### config.mk
export PLATFORM = sky130hd
export DESIGN_NAME = vga_timing
export DESIGN_NICKNAME = d
export VERILOG_FILES = /design/src/rtl/vga_timing.sv
export SDC_FILE = /design/constraint.sdc
export NUM_CORES = 1
export LEC_CHECK = 0
export CAP_MARGIN = 5
export CORE_MARGIN = 2
export CORE_UTILIZATION = 49
export DETAILED_ROUTE_END_ITERATION = 10
export PLACE_DENSITY = 0.9
export SLEW_MARGIN = 10
export SYNTH_ARGS = -nofsm -noshare
export SYNTH_HDL_FRONTEND = slang
export SYNTH_SLANG_ARGS = --single-unit
### constraint.sdc
create_clock -name clk -period 3.6 [get_ports clk]
set_input_delay 0.36 -clock clk [delete_from_list [all_inputs] [get_ports clk]]
set_output_delay 0.36 -clock clk [all_outputs]
set_load 0.01 [all_outputs]
### src/rtl/vga_timing.sv
// 640x480@60 VGA pixel-timing generator: pixel-rate divider, raster counters,
// and a registered, blank-masked colour/sync stage so colour and sync leave aligned.
module vga_timing #(
  parameter int unsigned CLK_DIV  = 2,
  parameter int unsigned H_ACTIVE = 640,
  parameter int unsigned H_FP     = 16,
  parameter int unsigned H_SYNC   = 96,
  parameter int unsigned H_BP     = 48,
  parameter int unsigned V_ACTIVE = 480,
  parameter int unsigned V_FP     = 10,
  parameter int unsigned V_SYNC   = 2,
  parameter int unsigned V_BP     = 33
) (
  input  logic        clk,
  input  logic        rst,
  input  logic [2:0]  rIn,
  input  logic [2:0]  gIn,
  input  logic [2:0]  bIn,
  output logic [10:0] x,
  output logic [10:0] y,
  output logic        pixTick,
  output logic        frameStart,
  output logic [2:0]  r,
  output logic [2:0]  g,
  output logic [2:0]  b,
  output logic        hs,
  output logic        vs
);

  localparam int unsigned H_TOTAL = H_ACTIVE + H_FP + H_SYNC + H_BP;
  localparam int unsigned V_TOTAL = V_ACTIVE + V_FP + V_SYNC + V_BP;
  localparam int unsigned DIV_W   = (CLK_DIV > 1) ? $clog2(CLK_DIV) : 1;

  localparam logic [DIV_W-1:0] DIV_LAST = DIV_W'(CLK_DIV - 1);

  localparam logic [10:0] H_LAST       = 11'(H_TOTAL - 1);
  localparam logic [10:0] V_LAST       = 11'(V_TOTAL - 1);
  localparam logic [10:0] H_ACT_END    = 11'(H_ACTIVE);
  localparam logic [10:0] V_ACT_END    = 11'(V_ACTIVE);
  localparam logic [10:0] H_SYNC_START = 11'(H_ACTIVE + H_FP);
  localparam logic [10:0] H_SYNC_END   = 11'(H_ACTIVE + H_FP + H_SYNC);
  localparam logic [10:0] V_SYNC_START = 11'(V_ACTIVE + V_FP);
  localparam logic [10:0] V_SYNC_END   = 11'(V_ACTIVE + V_FP + V_SYNC);

  logic [DIV_W-1:0] div;
  logic             lineEnd;
  logic             frameEnd;
  logic             active;
  logic             hsNext;
  logic             vsNext;

  // Pixel-rate enable; with CLK_DIV == 1 div stays 0 and pixTick is constantly high.
  assign pixTick = (div == DIV_LAST);

  always_ff @(posedge clk) begin
    if (rst || pixTick) begin
      div <= '0;
    end else begin
      div <= div + 1'b1;
    end
  end

  always_comb begin
    lineEnd  = (x == H_LAST);
    frameEnd = lineEnd && (y == V_LAST);
    active   = (x < H_ACT_END) && (y < V_ACT_END);
    hsNext   = !((x >= H_SYNC_START) && (x < H_SYNC_END));
    vsNext   = !((y >= V_SYNC_START) && (y < V_SYNC_END));
  end

  always_ff @(posedge clk) begin
    if (rst) begin
      x <= '0;
      y <= '0;
    end else if (pixTick) begin
      if (lineEnd) begin
        x <= '0;
        y <= frameEnd ? '0 : y + 1'b1;
      end else begin
        x <= x + 1'b1;
      end
    end
  end

  // Output stage samples the pre-advance coordinate, giving one pixel of latency.
  always_ff @(posedge clk) begin
    if (rst) begin
      r  <= '0;
      g  <= '0;
      b  <= '0;
      hs <= 1'b1;
      vs <= 1'b1;
    end else if (pixTick) begin
      r  <= active ? rIn : '0;
      g  <= active ? gIn : '0;
      b  <= active ? bIn : '0;
      hs <= hsNext;
      vs <= vsNext;
    end
  end

  always_ff @(posedge clk) begin
    if (rst) begin
      frameStart <= 1'b0;
    end else begin
      frameStart <= pixTick && frameEnd;
    end
  end

endmodule

==> results.py, run 1 <==
metrics = {
    "pwr": {
        "power-per-cell-area_nw_per_um2": 371,
        "internal-power_w": 0.000593,
        "total_switching_power_w": 0.000162,
        "p_leak_nw": 0.683,
        "pwr-share-comb": 0.071,
        "worst_ir_drop_vdd_mv": 0.298,
        "design_power_total_w": 0.000754,
        "sw_frac_of_total": 0.214,
        "power_frac_seq": 0.536,
        "clock_power_share": 0.392,
    },
    "routing": {
        "wl_met1_um": 1510,
        "viasPerCell": 5.99,
        "num_vias": 1414,
        "detailroute.wirelength.met3_um": 202,
        "detail_route.drc_violations": 0,
        "route.antenna.remaining_nets": 0,
        "routed-wl-met2_um": 1790,
        "detail_route.wirelength_um": 3600,
        "maxUsedRoutingLayer": "met4",
        "dr.first_iter.drc_count": 75,
        "number_of_iterations_in_the_first_detailed_routing_pass": 4,
        "route.detailed.wl_per_inst_um": 15.3,
    },
    "global_route": {
        "first_pass_grt_wire_length_um": 5910,
        "initial_antenna_violation_count": 0,
        "gr-usage-all-layers": 0.227,
        "global_route_total_overflow": 0,
        "pin_count_of_the_biggest_net_entering_global_routing": 14,
        "first_global_vias": 1337,
    },
    "timing": {
        "tightest_slew_ns": 0.790,
        "final_worst_path_period_need_ns": 2.54,
        "final-setup-viol-count": 0,
        "setup_tns_ns": 0,
        "highest_clock_rate_mhz": 393,
        "final.setup_skew_ns": 0.00719,
        "rsz_0062_raised_after_global_routing": "no",
        "timing_hold_violations_final": 0,
        "layout_worst_path_cycle_share": 0.706,
        "drv_slew": 0,
        "timing.slew.headroom": 0.472,
    },
    "worst_setup_path": {
        "cp_data_required_time_ns": 3.80,
        "crit-reg2reg-launch": "x[5]",
        "r2r_endpoint": "y[3]",
        "worst-setup-path-type": "flop to flop",
        "arrival_ns": 2.74,
        "ff2ff_setup_slack_ns": 1.06,
        "crit_path_start_kind": "flop",
        "worst_setup_path_end_kind": "flop",
        "timing.critical_path.fanout_max": 11,
        "reg2regPathDepth": 4,
    },
    "final_layout": {
        "syn_to_final_growth_pct": 36.8,
        "nets": 218,
        "final_layout_size_suffix_gt1_frac": 0.0439,
        "fill_cells": 220,
        "n_antenna_cell": 0,
    },
    "logic_synthesis": {
        "post_synth_edffs": 0,
        "synth_area_leaders": "sky130_fd_sc_hd__dfxtp_1 47%, sky130_fd_sc_hd__a22o_1 5.3%, sky130_fd_sc_hd__nor2_1 4.3%",
        "yosysWarningCount": 0,
        "yosysTopAreaCellShare": 0.472,
        "postSynthRegisterBits": 35,
        "synth_commonest_cells": "35 x sky130_fd_sc_hd__dfxtp_1, 17 x sky130_fd_sc_hd__nor2_1, 10 x sky130_fd_sc_hd__nand3_1",
        "post_synthesis_net_count": 173,
        "synth.cell_area_um2": 1490,
        "ys_async_sr_fraction": 0,
        "synth.lib_cells_used.distinct": 32,
        "yosysSeqAreaShare": 0.472,
        "most_area_hungry_cell_type_in_the_yosys_netlist": "sky130_fd_sc_hd__dfxtp_1",
        "synthesis.instances": 159,
        "ys.flop_type": "sky130_fd_sc_hd__dfxtp_1",
        "avgSynthCellArea_um2": 9.34,
        "synthMostInstantiatedCell": "sky130_fd_sc_hd__dfxtp_1",
    },
    "floorplanning": {
        "vertical_extent_of_the_die_um": 59.1,
        "coreArea_um2": 2830,
        "num_rows": 19,
        "die-area_um2": 3490,
        "num_io_pins": 46,
        "die_width_um": 59.1,
        "initial_core_util": 0.525,
    },
    "clock_network": {
        "clk_path_buf_depth": 2,
        "cts.clk_slew.worst_paths_ns": 0.11,
        "insertion_delay_ns": 0.34,
        "cts_resized": 0,
        "cts_tree": "built",
        "clockRootBuffer": "sky130_fd_sc_hd__clkbuf_4",
        "hold_buffers": 0,
        "cts.sink_count": 35,
        "cts_buffers": 5,
        "htree_levels": 2,
        "post-cts-setup-buffers": 0,
    },
    "run": {
        "max-cap-violations": 0,
    },
    "outcome": {
        "status": "completed",
    },
    "placement": {
        "post-dp-hpwl_um": 2690,
        "port-buffer-count": 45,
        "place_congestion": 0.868,
    },
    "worst_hold_path": {
        "hold_class": "flop to flop",
        "holdPathEnd": "r[1]",
        "hp-start": "r[1]",
        "hold_depth": 1,
    },
}
worst max-delay path, cell delays in order, from the launching register on:
cell and delay [ns]:
sky130_fd_sc_hd__dfxtp_1 0.38, sky130_fd_sc_hd__or4b_1 0.62, sky130_fd_sc_hd__or4_1 0.63, sky130_fd_sc_hd__o21bai_1 0.66, sky130_fd_sc_hd__nor2_1 0.12
cell families after synthesis:
kind of cell / count (synthesis) / synth area share
buffers and inverters: 10 / 0.0270
adder cells (fa/ha/maj): 3 / 0.0253
multiplexers: 1 / 0.00674
flip-flops: 35 / 0.472
XOR/XNOR: 13 / 0.0767
AND/OR/NAND/NOR: 68 / 0.259
AO/OA/AOI/OAI: 29 / 0.133
layer usage:
layer | vias up | GRT usage
met5 | - | 0
met4 | 0 | 0.133
met3 | 13 | 0.0721
met2 | 54 | 0.362
met1 | 670 | 0.267
li1 | 677 | -
stage by stage:
step                cells  setup slack (ns)  area [um2]  hold WS, ns  utilization
finish                236              1.06        2030        0.497        0.718
global route          236             0.903        2030        0.528        0.718
CTS                   236              1.06        2030        0.502        0.718
detailed placement    228              1.07        1950        0.468        0.688
global placement      228              1.20        1950        0.465        0.688
floorplan             159              1.24        1490        0.486            -
sequential cells by signal, summed over array words and instances (netlist names):
| name | cells |
|---|---|
| vs | 1 |
| y | 11 |
| r | 3 |
| frameStart | 1 |
| x | 11 |
| hs | 1 |
| pixTick | 1 |
| b | 3 |
| g | 3 |
worst max-delay path by stage:
| stage | startpoint | slack [ns] | to | cells past startpoint |
|---|---|---|---|---|
| 5_1_grt | x[9] | 0.90 | y[2] | 4 |
| 3_3_place_gp | x[5] | 1.20 | y[0] | 4 |
| 2_1_floorplan | x[9] | 1.24 | y[9] | 6 |
| 6_report | x[5] | 1.06 | y[3] | 4 |
| 3_5_place_dp | x[5] | 1.07 | y[3] | 4 |
| 4_1_cts | x[5] | 1.06 | y[3] | 4 |
layout make-up:
cell class              instances  area (um2)  area share
repair buffers                 45         450       0.222
clock buffers                   6        51.3      0.0252
flip-flops and latches         35         701       0.345
clock inverters                 2        35.0      0.0172
well taps                      31        38.8      0.0191
multi-input cells             114         744       0.366
inverters                       3        11.3     0.00554
power by group through the flow:
stage               Sequential (W)  Clock, W  Combinational [W]
floorplan                 0.000415         0          0.0000194
global placement          0.000412         0          0.0000527
detailed placement        0.000413         0          0.0000541
CTS                       0.000404  0.000298          0.0000542
global route              0.000406  0.000319          0.0000584
finish                    0.000405  0.000296          0.0000536
cell usage in the layout, fill, tap and decap left out:
cell	count
sky130_fd_sc_hd__or2_2	1
sky130_fd_sc_hd__o21bai_1	2
sky130_fd_sc_hd__bufinv_16	1
sky130_fd_sc_hd__a21oi_1	8
sky130_fd_sc_hd__or4b_1	1
sky130_fd_sc_hd__ha_1	3
sky130_fd_sc_hd__and3_1	1
sky130_fd_sc_hd__and4_1	3
sky130_fd_sc_hd__nand4bb_1	1
sky130_fd_sc_hd__clkbuf_8	1
sky130_fd_sc_hd__nor4b_1	5
sky130_fd_sc_hd__o31ai_1	2
sky130_fd_sc_hd__nand4_1	5
sky130_fd_sc_hd__o32a_1	1
sky130_fd_sc_hd__nand3b_1	1
sky130_fd_sc_hd__nand2_1	7
sky130_fd_sc_hd__inv_1	3
sky130_fd_sc_hd__nor2_1	17
sky130_fd_sc_hd__mux2i_1	1
sky130_fd_sc_hd__or4_1	5
sky130_fd_sc_hd__nor4_1	2
sky130_fd_sc_hd__clkinv_2	1
sky130_fd_sc_hd__nand3_1	10
sky130_fd_sc_hd__xor2_1	7
sky130_fd_sc_hd__nor3_1	3
sky130_fd_sc_hd__a22o_1	9
sky130_fd_sc_hd__nand2b_1	1
sky130_fd_sc_hd__xnor2_1	6
sky130_fd_sc_hd__o21ai_0	6
sky130_fd_sc_hd__clkbuf_4	5
sky130_fd_sc_hd__o311ai_0	1
sky130_fd_sc_hd__clkdlybuf4s50_1	45
sky130_fd_sc_hd__dfxtp_1	35
sky130_fd_sc_hd__or3_1	5
No activity file was read; power rests on OpenSTA's default activity.
==> run 2, diff against run 1 <==
CORE_UTILIZATION = 45   (was 49)
PLACE_DENSITY = 0.85   (was 0.9)
clock period = 2.6 ns   (was 3.6 ns; I/O delays follow)
==> results.py, run 2 (same netlist as run 1, synthesis figures left out) <==
metrics = {
    "worst_setup_path": {
        "critPathMostFrequentCell": "sky130_fd_sc_hd__or4_1",
        "ff2ff_setup_slack_ns": 0.20,
        "timing.critical_path.slowest_stage_cell": "sky130_fd_sc_hd__or4_1",
        "r2r_endpoint": "y[9]",
        "cp_data_required_time_ns": 2.87,
        "worst_setup_path_end_kind": "flop",
        "arrival_ns": 2.67,
        "timing.critical_path.max_delay_family": "simple AND/OR/NAND/NOR gates",
        "worst-path-buf-inv": 0,
        "worst-setup-path-type": "flop to flop",
        "crit_path_start_kind": "flop",
        "reg2regPathDepth": 4,
        "crit-reg2reg-launch": "x[5]",
        "timing.critical_path.fanout_max": 10,
        "longest_individual_stage_delay_on_the_worst_path_ns": 0.70,
        "cell_chain_critical_path": "or4b_1 > or4_1 > or4_1 > a21oi_1",
    },
    "outcome": {
        "status": "completed",
    },
    "global_route": {
        "first_pass_grt_wire_length_um": 5900,
        "pin_count_of_the_biggest_net_entering_global_routing": 13,
        "grt.busiest_layer": "met2",
        "met2_usage_grt": 0.353,
        "grt_met3_use": 0.0798,
        "gr-usage-all-layers": 0.214,
        "global_route_total_overflow": 0,
        "first_global_vias": 1313,
        "grt.met1_usage": 0.254,
        "initial_antenna_violation_count": 0,
    },
    "placement": {
        "post-place-cells": 247,
        "post-dp-hpwl_um": 2710,
        "place_congestion": 0.888,
        "detailedPlace.worstSlack_ns": 0.231,
        "port-buffer-count": 45,
    },
    "floorplanning": {
        "coreArea_um2": 3100,
        "die-area_um2": 3780,
        "vertical_extent_of_the_die_um": 61.5,
        "die_width_um": 61.5,
        "num_rows": 20,
        "num_io_pins": 46,
        "initial_core_util": 0.479,
    },
    "routing": {
        "viasPerCell": 5.51,
        "route.antenna.remaining_nets": 0,
        "num_vias": 1406,
        "number_of_iterations_in_the_first_detailed_routing_pass": 4,
        "route.detailed.wl_per_inst_um": 14.4,
        "detail_route.drc_violations": 0,
        "detail_route.wirelength_um": 3670,
        "dr.first_iter.drc_count": 64,
    },
    "timing": {
        "setup_tns_ns": 0,
        "final_worst_setup_slack_ns": 0.197,
        "final_worst_path_period_need_ns": 2.40,
        "drv_slew": 0,
        "final.setup_skew_ns": 0.0145,
        "rsz_0062_raised_after_global_routing": "no",
        "timing.slew.headroom": 0.575,
        "tightest_slew_ns": 0.636,
        "timing_hold_violations_final": 0,
        "highest_clock_rate_mhz": 416,
        "layout_worst_path_cycle_share": 0.924,
        "final-setup-viol-count": 0,
    },
    "clock_network": {
        "cts_tree": "built",
        "cts.sink_count": 35,
        "htree_levels": 2,
        "cts_buffers": 5,
        "insertion_delay_ns": 0.34,
        "clockRootBuffer": "sky130_fd_sc_hd__clkbuf_4",
        "hold_buffers": 0,
        "post-cts-setup-buffers": 0,
        "cts_resized": 0,
        "clk_path_buf_depth": 2,
        "cts.clk_slew.worst_paths_ns": 0.11,
    },
    "pwr": {
        "power_frac_seq": 0.571,
        "internal-power_w": 0.000757,
        "worst_ir_drop_vdd_mv": 0.277,
        "total_switching_power_w": 0.000219,
        "design_power_total_w": 0.000975,
        "pwr-share-comb": 0.085,
        "clock_power_share": 0.344,
        "sw_frac_of_total": 0.224,
        "p_leak_nw": 0.702,
        "power-per-cell-area_nw_per_um2": 470,
    },
    "final_layout": {
        "fill_cells": 277,
        "syn_to_final_growth_pct": 39.8,
        "layout_top_registers": "x x11, y x11",
        "mostFrequentLayoutCell": "sky130_fd_sc_hd__clkdlybuf4s50_1",
        "fin_util": 0.669,
        "nets": 224,
        "final_layout_size_suffix_gt1_frac": 0.0664,
        "final_cell_mix": "45 x sky130_fd_sc_hd__clkdlybuf4s50_1, 35 x sky130_fd_sc_hd__dfxtp_1, 17 x sky130_fd_sc_hd__nor2_1",
        "n_antenna_cell": 0,
        "stdcell_count": 255,
    },
    "worst_hold_path": {
        "hold_depth": 1,
        "hold_class": "flop to flop",
        "hp-start": "r[0]",
        "holdPathEnd": "r[0]",
    },
    "run": {
        "max-cap-violations": 0,
    },
}
run 2: how the worst max path moves through the flow:
| stage | from | to | slack, ns | cells after the start |
|---|---|---|---|---|
| 4_1_cts | x[5] | y[9] | 0.20 | 4 |
| 6_report | x[5] | y[9] | 0.20 | 4 |
| 5_1_grt | x[5] | y[10] | 0.06 | 4 |
| 3_5_place_dp | x[5] | y[9] | 0.23 | 4 |
| 3_3_place_gp | x[5] | y[9] | 0.31 | 4 |
| 2_1_floorplan | x[9] | y[9] | 0.24 | 6 |
run 2: area by class of cell:
class / count / area, um2 / area share
flip-flops and latches: 35 / 701 / 0.338
inverters: 3 / 11.3 / 0.00542
repair buffers: 51 / 495 / 0.239
well taps: 44 / 55.1 / 0.0265
clock buffers: 8 / 68.8 / 0.0332
multi-input cells: 114 / 744 / 0.359
run 2: power groups by stage:
stage / Combinational (W) / Clock (W) / Sequential (W)
2_1_floorplan: 0.0000268 / 0 / 0.000574
5_1_grt: 0.0000895 / 0.000360 / 0.000559
6_report: 0.0000831 / 0.000335 / 0.000557
3_5_place_dp: 0.0000834 / 0 / 0.000569
3_3_place_gp: 0.0000814 / 0 / 0.000568
4_1_cts: 0.0000836 / 0.000339 / 0.000557
run 2: metal layers:
metal  part of all wire  wire length, um
met1               0.44             1600
met2               0.48             1770
met3              0.063              230
met4              0.018               65
met5                  0                0
run 2: metrics by stage:
step / hold WS, ns / cell area [um2]
after floorplan: 0.386 / 1490
after global placement: 0.464 / 2010
after detailed placement: 0.464 / 2010
after CTS: 0.496 / 2080
after global routing: 0.500 / 2080
final: 0.495 / 2080
